File: config.mk
export PLATFORM = sky130hd
export DESIGN_NAME = vram_write_buffer
export DESIGN_NICKNAME = d
export VERILOG_FILES = /design/src/rtl/vram_wb_pkg.sv /design/src/rtl/sync_fifo.sv /design/src/rtl/vram_write_buffer.sv
export SDC_FILE = /design/constraint.sdc
export NUM_CORES = 1
export LEC_CHECK = 0
export BUFFER_PORTS_ARGS = -buffer_cell sky130_fd_sc_hd__buf_2
export CORE_UTILIZATION = 53
export DETAILED_ROUTE_END_ITERATION = 8
export PLACE_DENSITY = 0.7
export REMOVE_ABC_BUFFERS = 1
export SYNTH_ARGS = -nofsm -noshare
export SYNTH_HDL_FRONTEND = slang
export SYNTH_SLANG_ARGS = --single-unit
export TNS_END_PERCENT = 5
File: constraint.sdc
create_clock -name clk -period 6.95 [get_ports clk]
set_clock_uncertainty 0.2 [all_clocks]
set_input_delay 0.3475 -clock clk [delete_from_list [all_inputs] [get_ports clk]]
set_output_delay 0.3475 -clock clk [all_outputs]
set_load 0.1 [all_outputs]
File: src/rtl/vram_wb_pkg.sv
// Shared types and constants for the VRAM write buffer: queued entry layout,
// drain FSM states and upstream stall slack.
package vram_wb_pkg;

  localparam int STALL_SLACK = 2;

  typedef enum logic {
    IDLE = 1'b0,
    REQ  = 1'b1
  } drain_state_t;

  typedef struct packed {
    logic        page;
    logic [3:0]  mask;
    logic [15:0] addr;
    logic [15:0] data;
  } vram_wb_entry_t;

endpackage

File: src/rtl/sync_fifo.sv
// Single-clock FIFO with a read-ahead head: o_dout shows the oldest entry
// whenever o_empty is low. Push when full and pop when empty are ignored.
module sync_fifo #(
  parameter int WIDTH = 37,
  parameter int DEPTH = 16
) (
  input  logic                     i_clk,
  input  logic                     i_rst,
  input  logic                     i_push,
  input  logic                     i_pop,
  input  logic [WIDTH-1:0]         i_din,
  output logic [WIDTH-1:0]         o_dout,
  output logic                     o_full,
  output logic                     o_empty,
  output logic [$clog2(DEPTH):0]   o_count
);

  localparam int AW = $clog2(DEPTH);

  logic [WIDTH-1:0] r_mem [DEPTH];
  logic [AW-1:0]    r_wr_ptr;
  logic [AW-1:0]    r_rd_ptr;
  logic [AW:0]      r_count;
  logic             w_push;
  logic             w_pop;

  assign o_full  = (r_count == (AW+1)'(DEPTH));
  assign o_empty = (r_count == '0);
  assign o_count = r_count;
  assign o_dout  = r_mem[r_rd_ptr];
  assign w_push  = i_push & ~o_full;
  assign w_pop   = i_pop & ~o_empty;

  always_ff @(posedge i_clk or posedge i_rst) begin
    if (i_rst) begin
      r_wr_ptr <= '0;
      r_rd_ptr <= '0;
      r_count  <= '0;
    end else begin
      if (w_push) r_wr_ptr <= r_wr_ptr + 1'b1;
      if (w_pop)  r_rd_ptr <= r_rd_ptr + 1'b1;
      case ({w_push, w_pop})
        2'b10:   r_count <= r_count + 1'b1;
        2'b01:   r_count <= r_count - 1'b1;
        default: r_count <= r_count;
      endcase
    end
  end

  // Storage is not reset; the pointers alone define which entries are live.
  always_ff @(posedge i_clk) begin
    if (w_push) r_mem[r_wr_ptr] <= i_din;
  end

endmodule

File: src/rtl/vram_write_buffer.sv
// Buffers rasterizer VRAM writes, drains them over req/ack to the framebuffer
// controller, and flips front/back pages on vsync once earlier writes retire.
module vram_write_buffer
  import vram_wb_pkg::*;
#(
  parameter int FIFO_DEPTH = 16
) (
  input  logic        clk,
  input  logic        reset_i,
  input  logic        vram_sel_i,
  input  logic        vram_wr_i,
  input  logic [3:0]  vram_mask_i,
  input  logic [15:0] vram_addr_i,
  input  logic [15:0] vram_data_in_i,
  input  logic        swap_i,
  input  logic        vsync_i,
  output logic        stall_o,
  output logic        overflow_o,
  output logic        mem_req_o,
  input  logic        mem_ack_i,
  output logic [16:0] mem_addr_o,
  output logic [3:0]  mem_mask_o,
  output logic [15:0] mem_data_o,
  output logic        front_page_o,
  output logic        swap_pending_o,
  output logic        busy_o
);

  localparam int CW = $clog2(FIFO_DEPTH) + 1;
  localparam logic [CW-1:0] STALL_LEVEL = CW'(FIFO_DEPTH - STALL_SLACK);

  drain_state_t   r_state;
  drain_state_t   w_state_nxt;
  vram_wb_entry_t w_din;
  vram_wb_entry_t w_head;
  logic [CW-1:0]  w_count;
  logic           w_full;
  logic           w_empty;
  logic           w_wr;
  logic           w_pop;
  logic           w_req_nxt;
  logic           w_swap_go;

  logic           r_req;
  logic [16:0]    r_addr;
  logic [3:0]     r_mask;
  logic [15:0]    r_data;
  logic           r_front;
  logic           r_pending;
  logic           r_overflow;
  logic           r_vsync_q;

  assign w_wr  = vram_sel_i & vram_wr_i;
  assign w_din = '{page: ~r_front, mask: vram_mask_i, addr: vram_addr_i, data: vram_data_in_i};

  sync_fifo #(
    .WIDTH ($bits(vram_wb_entry_t)),
    .DEPTH (FIFO_DEPTH)
  ) u_fifo (
    .i_clk   (clk),
    .i_rst   (reset_i),
    .i_push  (w_wr),
    .i_pop   (w_pop),
    .i_din   (w_din),
    .o_dout  (w_head),
    .o_full  (w_full),
    .o_empty (w_empty),
    .o_count (w_count)
  );

  // The swap may only fire once every earlier write has been accepted by memory.
  assign w_swap_go = r_pending & w_empty & (r_state == IDLE) & vsync_i & ~r_vsync_q;

  // Handshake: mem_* are held stable while mem_req_o is high; a transfer
  // completes at a clock edge where mem_req_o and mem_ack_i are both high.
  always_comb begin
    w_state_nxt = r_state;
    w_pop       = 1'b0;
    w_req_nxt   = r_req;
    case (r_state)
      IDLE: begin
        if (!w_empty) begin
          w_pop       = 1'b1;
          w_req_nxt   = 1'b1;
          w_state_nxt = REQ;
        end
      end
      REQ: begin
        if (mem_ack_i) begin
          if (!w_empty) begin
            w_pop = 1'b1;
          end else begin
            w_req_nxt   = 1'b0;
            w_state_nxt = IDLE;
          end
        end
      end
      default: w_state_nxt = IDLE;
    endcase
  end

  always_ff @(posedge clk or posedge reset_i) begin
    if (reset_i) begin
      r_state    <= IDLE;
      r_req      <= 1'b0;
      r_addr     <= '0;
      r_mask     <= '0;
      r_data     <= '0;
      r_front    <= 1'b0;
      r_pending  <= 1'b0;
      r_overflow <= 1'b0;
      r_vsync_q  <= 1'b0;
    end else begin
      r_state   <= w_state_nxt;
      r_req     <= w_req_nxt;
      r_vsync_q <= vsync_i;
      if (w_pop) begin
        r_addr <= {w_head.page, w_head.addr};
        r_mask <= w_head.mask;
        r_data <= w_head.data;
      end
      if (w_wr && w_full) r_overflow <= 1'b1;
      if (w_swap_go) begin
        r_front   <= ~r_front;
        r_pending <= 1'b0;
      end else if (swap_i) begin
        r_pending <= 1'b1;
      end
    end
  end

  assign mem_req_o      = r_req;
  assign mem_addr_o     = r_addr;
  assign mem_mask_o     = r_mask;
  assign mem_data_o     = r_data;
  assign front_page_o   = r_front;
  assign swap_pending_o = r_pending;
  assign overflow_o     = r_overflow;
  assign stall_o        = (w_count >= STALL_LEVEL) | r_pending;
  assign busy_o         = ~w_empty | r_req | r_pending;

endmodule

* Yosys cells after proc, flatten, opt, wreduce, memory -nomap -nowiden *
Memories as Yosys holds them, arrays and structs flattened. A register that Yosys moved wholly into a read port is not among the register bits.
Cells that the tools add are included.

operators by class
  $add $sub $neg = 4
  multiply operators = 0
  divide/modulo/power cells = 0
  $lt $le $gt $ge = 1
  equal/unequal tests = 6
  shifts and indexed selects = 0
  multiplexer cells = 14
  bitwise logic cells = 15
  reduce and logical (&&, ||, !) cells = 5

operators by type and width
  cell                   count
  $mux W1                10
  $pmux W5 S2            1
  $add A4 B1 Y4 const B  2
  $and A1 B1 Y1          7
  $pmux W1 S2            3
  $add A5 B1 Y5 const B  1
  $eq A5 B5 Y1 const B   1
  $ge A5 B4 Y1 const B   1
  $logic_not A5 Y1       1
  $not A1 Y1             5
  $sub A5 B1 Y5 const B  1
  $ne A2 B2 Y1 const B   2
  $reduce_bool A2 Y1     2
  $or A1 B1 Y1           3
  $reduce_and A3 Y1      1
  $eq A2 B1 Y1 const B   1
  $eq A2 B2 Y1 const B   1
  $ne A2 B1 Y1 const B   1
  $logic_and A1 B1 Y1    1

storage, ports and cells
  register bits = 19
  latch bits = 0
  memory bits (writable) = 592
  memory bits (read-only) = 0
  bits of input ports = 43
  output and inout bits = 43
  word-level logic and storage cells = 55
  memories = 1

memory list
  memory        words  bits a word  rd ports  clocked after Yosys merged registers in  write ports  RTL line         text
  u_fifo.r_mem  16     37           1         1                                        1            sync_fifo.sv:20  logic [WIDTH-1:0] r_mem [DEPTH];

* Logic depth before layout (Yosys ltp) *
Gate-level depths: netlist of the first run.

  word-level depth = 7
  depth in mapped cells = 13
  depth with buffers taken out = 10

* Cells and area by module *
From an unflattened synthesis of the first run, not the netlist that was laid out.

unflattened totals
  cells, all modules = 1296
  area total of the unflattened synthesis = 25211.7 um^2

by module, submodules not included
  module             instances  cells each  area an instance (um^2)  seq. area each (um^2)
  sync_fifo          1          1193        23486.3                  18102.4
  vram_write_buffer  1          103         1725.4                   1076.0

* Worst setup path after synthesis of the first run *
OpenSTA, ideal clock, no wires.

  path kind = flip-flop to flip-flop
  start = register u_fifo.r_count[2] (netlist: u_fifo.o_count[2])
  end = memory u_fifo.r_mem[3][0], enable pin
  library setup time = 477 ps
  arrival = 3777 ps
  data required time = 6273 ps
  path slack = 2496 ps
  stages on the path, launching flop included = 6
  buffers on the path = 1
  period minus slack after synthesis = 4454 ps
  cells stage by stage = dfrtp_1 -> buf_2 -> nor4_1 -> a21oi_1 -> nand2_1 -> nor3_1

on the way
  cells in the longest elaborated chain, start to end = 5

RTL lines
  item                           RTL line         text
  from (decl)                    sync_fifo.sv:23  logic [AW:0] r_count;
  from (signal assigned)         sync_fifo.sv:43  2'b10: r_count <= r_count + 1'b1;
  from (signal assigned)         sync_fifo.sv:44  2'b01: r_count <= r_count - 1'b1;
  from (signal assigned)         sync_fifo.sv:45  default: r_count <= r_count;
  $eq A5 B5 Y1                   sync_fifo.sv:27  assign o_full = (r_count == (AW+1)'(DEPTH));
  $not A1 Y1                     sync_fifo.sv:31  assign w_push = i_push & ~o_full;
  $and A1 B1 Y1                  sync_fifo.sv:31
  $mux W1                        sync_fifo.sv:52  if (w_push) r_mem[r_wr_ptr] <= i_din;
  $mux W1 (not written as such)  sync_fifo.sv:52
  to (decl)                      sync_fifo.sv:20

No other way between the ends.

* Worst setup path after layout of the first run *
  start = register u_fifo.r_count[1] (netlist: u_fifo.o_count[1])
  end = register u_fifo.r_count[4] (netlist: u_fifo.o_count[4])

on the way
  cells in the longest elaborated chain, start to end = 7
  elaborated cells between the ends (all ways) = 15
  those cells by class = 2 x add/sub; 3 x eq/ne; 4 x mux; 4 x bitwise; 2 x reduce/logical

RTL lines
  item                                                      RTL line                                          text
  $logic_not A5 Y1                                          sync_fifo.sv:28                                   assign o_empty = (r_count == '0);
  $mux W1                                                   vram_write_buffer.sv:82, vram_write_buffer.sv:90
  $mux W1                                                   vram_write_buffer.sv:89                           if (mem_ack_i) begin
  $pmux W1 S2                                               vram_write_buffer.sv:80                           case (r_state)
  $and A1 B1 Y1                                             sync_fifo.sv:32                                   assign w_pop = i_pop & ~o_empty;
  $eq A2 B1 Y1 / $eq A2 B2 Y1 (equally long branches)       sync_fifo.sv:42                                   case ({w_push, w_pop})
  $pmux W5 S2 / $reduce_bool A2 Y1 (equally long branches)  -

Several ways; a longest one is shown, not always the timed one.
A chain may end at the register's enable or synchronous reset.

==> key figures, run 1 <==
Global route
  • GR met1 Demand/Resource: 30.7%
  • Top Usage Layer GRT: met2
  • Vias in the first global route: 12089
  • Total global-route track usage: about 22%
  • GR Util met3: approximately 3.5%
  • GRT Residual Overflow: 0
  • First-pass GRT wire length: between 70000 and 80000 um
  • Grt met2 use: between 30% and 40%
  • Largest net degree at the start of global routing: 76
  • Antenna violations before repair: 1

Yosys
  • Post-synthesis mux area share: roughly 16%
  • Post-synthesis sequential area ratio: between 70% and 80%
  • Post-synth ARST share: 8.64%
  • Flop and latch count out of synthesis: 648
  • Gate Count Post-Synth: about 1100
  • Synth Area in XOR/XNOR: less than 1%
  • Synth Area in Simple Gates: under 10%
  • Complex-gate fraction of the synthesized area: between 2 and 3%
  • Distinct cells, synth: between 40 and 50
  • Largest family of logic cells by synthesized area: multiplexers
  • Ys flop type: edfxtp_1
  • Adder-Cell Fraction of Synth Area: less than 1%
  • Post-synthesis cell area: ~25000 sq um
  • Mean Syn Cell Area: between 20 and 25 sq um
  • Warnings, synthesis: 0
  • Post-synth EDFFs: just under 600

Floorplan
  • Die Ht: about 220 um
  • Core footprint: about 46000 sq um
  • Die ar.: 47300 sq um
  • I/O pin count: 86
  • Die width: approximately 220 um
  • Std-Cell Rows: between 70 and 80
  • Initial Util: a little over half

Power and ir drop
  • Internal power: 7.85 mW
  • Leakage power: 9.28 nW
  • Combinational cell fraction of total power: between 20% and 30%
  • Sw Pwr: 3.77 mW
  • Clock Power Share: between 20% and 30%
  • Peak VDD IR: approximately 0.31 mV
  • Sequential Power Share: ~42%
  • Power density over cell area: roughly 410 nW/um^2
  • Sw frac: 32.4%

Critical path
  • Critical Setup Path Class: register to register
  • Critical path's top delay family: buffers and inverters
  • Critical Path End Type: register
  • Critical Path RT: between 7000 and 8000 ps
  • Worst path max stage delay: between 500 and 600 ps
  • RR Startpoint: u_fifo.o_count[1]$_DFFE_PP0P_
  • Crit path buf inv count: 3
  • Critical path, cell by cell: or4_4 -> o21ai_2 -> buf_4 -> inv_2 -> buf_4 -> ha_1 -> xor2_1 -> ha_1 -> o211a_1 -> o31ai_1 -> a31oi_1 -> xor2_1
  • Crit path max fanout: 43
  • Worst Setup SP: u_fifo.o_count[1]$_DFFE_PP0P_
  • Critical Path AT: ~4000 ps
  • Critical-path top delay cell: or4_4
  • Critical Path Source Type: register

Clocking
  • TritonCTS Buffers: between 60 and 70
  • Clock Latency Late Sink: around 620 ps
  • Clock slew at reported path FFs: about 60 ps
  • TritonCTS Sinks: 648
  • H-Tree Depth: 2
  • CTS Root Cell: clkbuf_16
  • TritonCTS clock tree: done
  • Clock Path Buffers: 3

Flow run
  • Max cap viols: 0

Layout
  • Fillers: ~3100
  • Finished Cell Area: between 20000 and 30000 sq um
  • Share of layout cells above drive strength 1: between 30% and 40%
  • FF/Latch Area: 19200 sq um
  • Diode count: 0
  • # nets final: ~1300
  • Area of the multi-input gates: between 5000 and 6000 sq um
  • Commonest non-fill, non-tap cells in the layout: 592 x edfxtp_1, 148 x mux4_2, 85 x buf_2
  • Most common cell after layout, fill and taps aside: edfxtp_1
  • Area grow syn2layout: 14.8%

Detailed routing
  • DRC errors left: 0
  • Initial drt markers: approximately 1100
  • Wire per inst: 26.3 um
  • Vias: around 12000
  • Routed Antenna Nets: 0
  • Via density: 6.04
  • Detailed Routing Iterations Pass 1: 5
  • Final wirelength: around 50000 um

Timing
  • Fmax: ~0.27 GHz
  • Setup TNS Final: 0 ps
  • Final setup fails: 0
  • Worst-Margin Slew: around 1200 ps
  • Unrepaired setup endpoints after global routing: false
  • Final min period: 3750 ps
  • Fin. Hold Viols: 0
  • Max-slew headroom: roughly 22%
  • Slew Limit Fails: 0
  • Crit share post-route: 54.0%

Placement
  • Cell Area, Placed: ~26000 sq um
  • GPL Wtd Cong: 0.716
  • Final HPWL DP: roughly 25000 um
  • IO buf count: between 80 and 90

Hold path
  • Worst Min Path Start: vram_sel_i
  • Hold Crit Class: input pin to register

Status
  • Status: finished clean
-- synthesized netlist by cell type, types with 2 or more instances --
cell type,n,area (sq um)
inv_1,7,26.3
clkbuf_1,19,71.3
ha_1,9,113
o21ai_0,5,25.0
buf_2,23,115
mux2_2,19,214
nand2_1,31,116
mux2i_1,38,380
nor3_1,5,25.0
a21oi_1,23,115
nand2b_1,7,43.8
o22ai_1,36,225
buf_1,7,26.3
xnor2_1,8,70.1
buf_6,4,45.0
buf_4,9,67.6
edfxtp_1,592,17800
dfrtp_1,56,1400
o221ai_1,19,166
xor2_1,4,35.0
nor2_1,15,56.3
nand4_1,2,12.5
mux4_2,148,3330
-- routing by layer --
layer / share of wire [%] / wire length [um] / up-vias
li1: - / - / 4966
met2: 50 / 25400 / 394
met1: 41 / 20900 / 6124
met5: 0.020 / 10 / -
met4: 1.9 / 945 / 2
met3: 6.4 / 3220 / 81
-- area by class of cell --
cell class / count / share of cell area (%)
Sequential cell: 648 / 67.9
Multi-Input combinational cell: 389 / 18.4
Clock buffer: 87 / 6.18
Timing Repair Buffer: 157 / 3.79
Tap cell: 600 / 2.65
Clock inverter: 27 / 0.996
Inverter: 8 / 0.111
-- power by group through the flow --
stage | Clock [mW] | Sequential (mW) | Combinational [mW]
floorplan | 0 | 5.97 | 1.80
global placement | 0 | 4.98 | 3.35
detailed placement | 0 | 4.99 | 3.40
CTS | 3.39 | 4.91 | 3.43
global route | 3.52 | 4.95 | 3.59
finish | 3.33 | 4.91 | 3.39
-- final timing paths --
| check | end | slack [ps] | cells after the start |
|---|---|---|---|
| worst max-delay path | u_fifo.o_count[4]$_DFFE_PP0P_ | 3200 | 12 |
| worst min-delay path | u_fifo.r_wr_ptr[0]$_DFFE_PP0P_ | 40 | 4 |
| worst max register to register | u_fifo.o_count[4]$_DFFE_PP0P_ | 3200 | 12 |
| worst min register to register | mem_req_o$_DFFE_PP0P_ | 280 | 1 |
| max in group asynchronous | u_fifo.r_rd_ptr[2]$_DFFE_PP0P_ | 5420 | 4 |
| min in group asynchronous | mem_data_o[6]$_DFFE_PP0N_ | 410 | 4 |
-- state kept, by name, summed over array words and instances, names as in the netlist --
register / count
front_page_o: 1
r_vsync_q: 1
mem_req_o: 1
u_fifo.r_wr_ptr: 4
u_fifo.o_count: 5
mem_addr_o: 17
u_fifo.r_mem: 592
mem_mask_o: 4
swap_pending_o: 1
u_fifo.r_rd_ptr: 4
overflow_o: 1
mem_data_o: 16
r_state: 1
-- metrics by stage --
stage | setup WS [ps] | hold WS, ps | instances | utilization [%] | power (mW)
3_5_place_dp | 3260 | 256 | 1760 | 56.7 | 8.39
2_1_floorplan | 1010 | 179 | 1045 | - | 7.77
5_1_grt | 3030 | 64.7 | 1916 | 62.0 | 12.1
4_1_cts | 3220 | 13.3 | 1916 | 62.0 | 11.7
6_report | 3200 | 43.6 | 1916 | 62.0 | 11.6
3_3_place_gp | 3300 | 247 | 1760 | 56.7 | 8.33
-- worst reg2reg max path, cell delays in order, from the launching register on --
cell,delay [ps]
dfrtp_1,480
or4_4,580
o21ai_2,120
buf_4,370
inv_2,60
buf_4,320
ha_1,430
xor2_1,180
ha_1,230
o211a_1,220
o31ai_1,200
a31oi_1,80
xor2_1,160
-- cells by family (layout without fill, tap and decap cells) --
family	Yosys count	in the layout
AOI/OAI and AO/OA	93	93
xor gates and xnor gates	12	12
adders and majority gates	9	9
buffers and inverters	70	279
DFF	648	648
muxes	205	205
and+or+nand+nor	70	70
-- repair_timing --
item                                   in CTS  in global routing
setup buffers                               0                  0
resized for setup                           0                  0
endpoints found under the hold margin     638                  0
hold buffers                               42                  0
Note: power is estimated with default switching activity, not from simulation.
==> run 2: changes to the inputs <==
--- a/config.mk
+++ b/config.mk
@@ -8,7 +8,7 @@
 export BUFFER_PORTS_ARGS = -buffer_cell sky130_fd_sc_hd__buf_2
 export CORE_UTILIZATION = 53
 export DETAILED_ROUTE_END_ITERATION = 8
-export PLACE_DENSITY = 0.7
+export PLACE_DENSITY = 0.73
 export REMOVE_ABC_BUFFERS = 1
 export SYNTH_ARGS = -nofsm -noshare
 export SYNTH_HDL_FRONTEND = slang
==> constraint.sdc (replaced) <==
create_clock -name clk -period 3.35 [get_ports clk]
set_clock_uncertainty 0.2 [all_clocks]
set_input_delay 0.1675 -clock clk [delete_from_list [all_inputs] [get_ports clk]]
set_output_delay 0.1675 -clock clk [all_outputs]
set_load 0.1 [all_outputs]
==> key figures, run 2 (same netlist as run 1, synthesis figures left out) <==
Flow run
  • Max cap viols: 0

Timing
  • Slew Limit Fails: 0
  • Fin. Hold Viols: 0
  • Unrepaired setup endpoints after global routing: false
  • Worst-Margin Slew: 1160 ps
  • Max-slew headroom: between 20% and 30%
  • Fmax: roughly 0.33 GHz
  • Final min period: around 3000 ps
  • Final setup fails: 0
  • Crit share post-route: a little over 90%
  • Setup TNS Final: 0 ps

Layout
  • Share of layout cells above drive strength 1: between 30% and 40%
  • Max FFs per register: between 500 and 600
  • Most common cell after layout, fill and taps aside: edfxtp_1
  • Commonest non-fill, non-tap cells in the layout: 592 x edfxtp_1, 148 x mux4_2, 85 x buf_2
  • Diode count: 0
  • Fillers: 3054
  • Non-Filler Instances: between 1500 and 2000
  • Area grow syn2layout: 15.1%
  • # nets final: about 1300
  • Final core utilization: 62.2%
  • Largest Register: u_fifo.r_mem

Detailed routing
  • Detailed Routing Iterations Pass 1: 5
  • Final wirelength: between 50000 and 60000 um
  • Routed Antenna Nets: 0
  • Wire per inst: 26.8 um
  • Via density: just over 6
  • Initial drt markers: between 1000 and 1500
  • Vias: ~12000
  • DRC errors left: 0

Placement
  • IO buf count: 85
  • Final HPWL DP: about 29000 um
  • GPL Wtd Cong: approximately 0.74
  • Placed insts: approximately 1800

Floorplan
  • Die Ht: approximately 220 um
  • Initial Util: 54.0%
  • Die width: ~220 um
  • Die ar.: between 40000 and 50000 sq um
  • I/O pin count: 86
  • Std-Cell Rows: between 70 and 80
  • Core footprint: approximately 46000 sq um

Clocking
  • TritonCTS clock tree: done
  • H-Tree Depth: 2
  • Number of cells upsized or downsized after cts: 0
  • TritonCTS Sinks: 648
  • Cts hold-fix bufs: 43
  • Clock Latency Late Sink: 610 ps
  • Clock slew at reported path FFs: approximately 60 ps
  • CTS Root Cell: clkbuf_16
  • Clock Path Buffers: 3
  • TritonCTS Buffers: 60
  • Setup repair bufs after CTS: 0

Global route
  • Largest net degree at the start of global routing: 58
  • Antenna violations before repair: 0
  • Vias in the first global route: 12254
  • Total global-route track usage: between 20% and 30%
  • First-pass GRT wire length: a little under 80000 um
  • GRT Residual Overflow: 0

Critical path
  • Critical Path Source Type: register
  • Critical Setup Path Class: register to register
  • Reg2reg setup slack: 300 ps
  • Critical Path AT: about 3100 ps
  • Critical Path RT: roughly 3400 ps
  • Crit path max fanout: 24
  • RR Startpoint: u_fifo.o_count[0]$_DFFE_PP0P_
  • Critical Path End Type: register
  • R2R depth: 6
  • Worst r2r dst: u_fifo.r_mem[8][5]$_DFFE_PP_

Hold path
  • Hold Crit Class: input pin to register
  • Worst Min Path Start: vsync_i
  • Hold Path Cell Cnt: 2
  • Worst Hold Path EP: r_vsync_q$_DFF_PP0_

Status
  • Status: finished clean

Power and ir drop
  • Power density over cell area: roughly 850 nW/um^2
  • Leakage power: between 9 and 10 nW
  • Peak VDD IR: 0.678 mV
run 2: changes by cell type in the layout (fill, tap and decap cells not counted):
| cell | previous run | this run |
|---|---|---|
| inv_6 | 1 | 0 |
| clkbuf_1 | 16 | 9 |
| clkbuf_16 | 63 | 61 |
| buf_12 | 0 | 6 |
| clkinvlp_4 | 1 | 2 |
| buf_4 | 30 | 39 |
| dlygate4sd3_1 | 42 | 43 |
| clkinv_1 | 8 | 16 |
| clkinv_4 | 0 | 2 |
| clkbuf_8 | 8 | 2 |
run 2: where the power goes:
group / internal (mW) / total, mW / switching (mW)
logic: 2.84 / 7.40 / 4.56
registers: 9.54 / 10.0 / 0.505
clock network: 3.81 / 6.64 / 2.83
total: 16.2 / 24.1 / 7.90
run 2: critical path, cell delays in order, from the launching register on:
cell and delay (ps):
dfrtp_1 440, nor4_1 120, a21oi_1 160, buf_4 190
nand2_1 230, nor2_4 950, buf_4 420
run 2: per-layer routing:
layer / vias to the layer above / wire length, um / global-route usage (%)
met5: - / 0 / 0
met4: 0 / 1250 / 7.11
met3: 80 / 2780 / 3.10
met2: 437 / 25900 / 36.9
met1: 6310 / 21700 / 31.6
li1: 4987 / - / -
run 2: metrics by stage:
step                      setup slack [ps]  hold WS, ps  instance area (sq um)  total power [mW]
final                                  298         32.3                  28400              24.1
after global routing                  63.0         31.6                  28400              25.0
after CTS                              247         10.1                  28400              24.3
after detailed placement               274          102                  26000              17.6
after global placement                 389         91.0                  26000              17.5
after floorplan                      -2590        -1.07                  24300              15.8
run 2: layout make-up:
class,count,area [sq um],area share [%]
Clock buffer,72,1590,5.60
Inverter,8,31.3,0.110
Timing Repair Buffer,173,1270,4.47
Sequential cell,648,19200,67.7
Multi-Input combinational cell,389,5210,18.4
Tap cell,600,751,2.65
Clock inverter,37,328,1.16
run 2: how the worst max path moves through the flow:
stage | startpoint | to | slack, ps | cells past startpoint
after floorplan | u_fifo.r_rd_ptr[2]$_DFFE_PP0P_ | mem_addr_o[4]$_DFFE_PP0N_ | -2590 | 4
after detailed placement | u_fifo.o_count[0]$_DFFE_PP0P_ | u_fifo.r_mem[8][10]$_DFFE_PP_ | 270 | 6
final | u_fifo.o_count[0]$_DFFE_PP0P_ | u_fifo.r_mem[8][5]$_DFFE_PP_ | 300 | 6
after global placement | u_fifo.o_count[0]$_DFFE_PP0P_ | u_fifo.r_mem[8][10]$_DFFE_PP_ | 390 | 6
after global routing | u_fifo.o_count[0]$_DFFE_PP0P_ | u_fifo.o_count[4]$_DFFE_PP0P_ | 60 | 11
after CTS | u_fifo.o_count[0]$_DFFE_PP0P_ | u_fifo.r_mem[10][8]$_DFFE_PP_ | 250 | 6
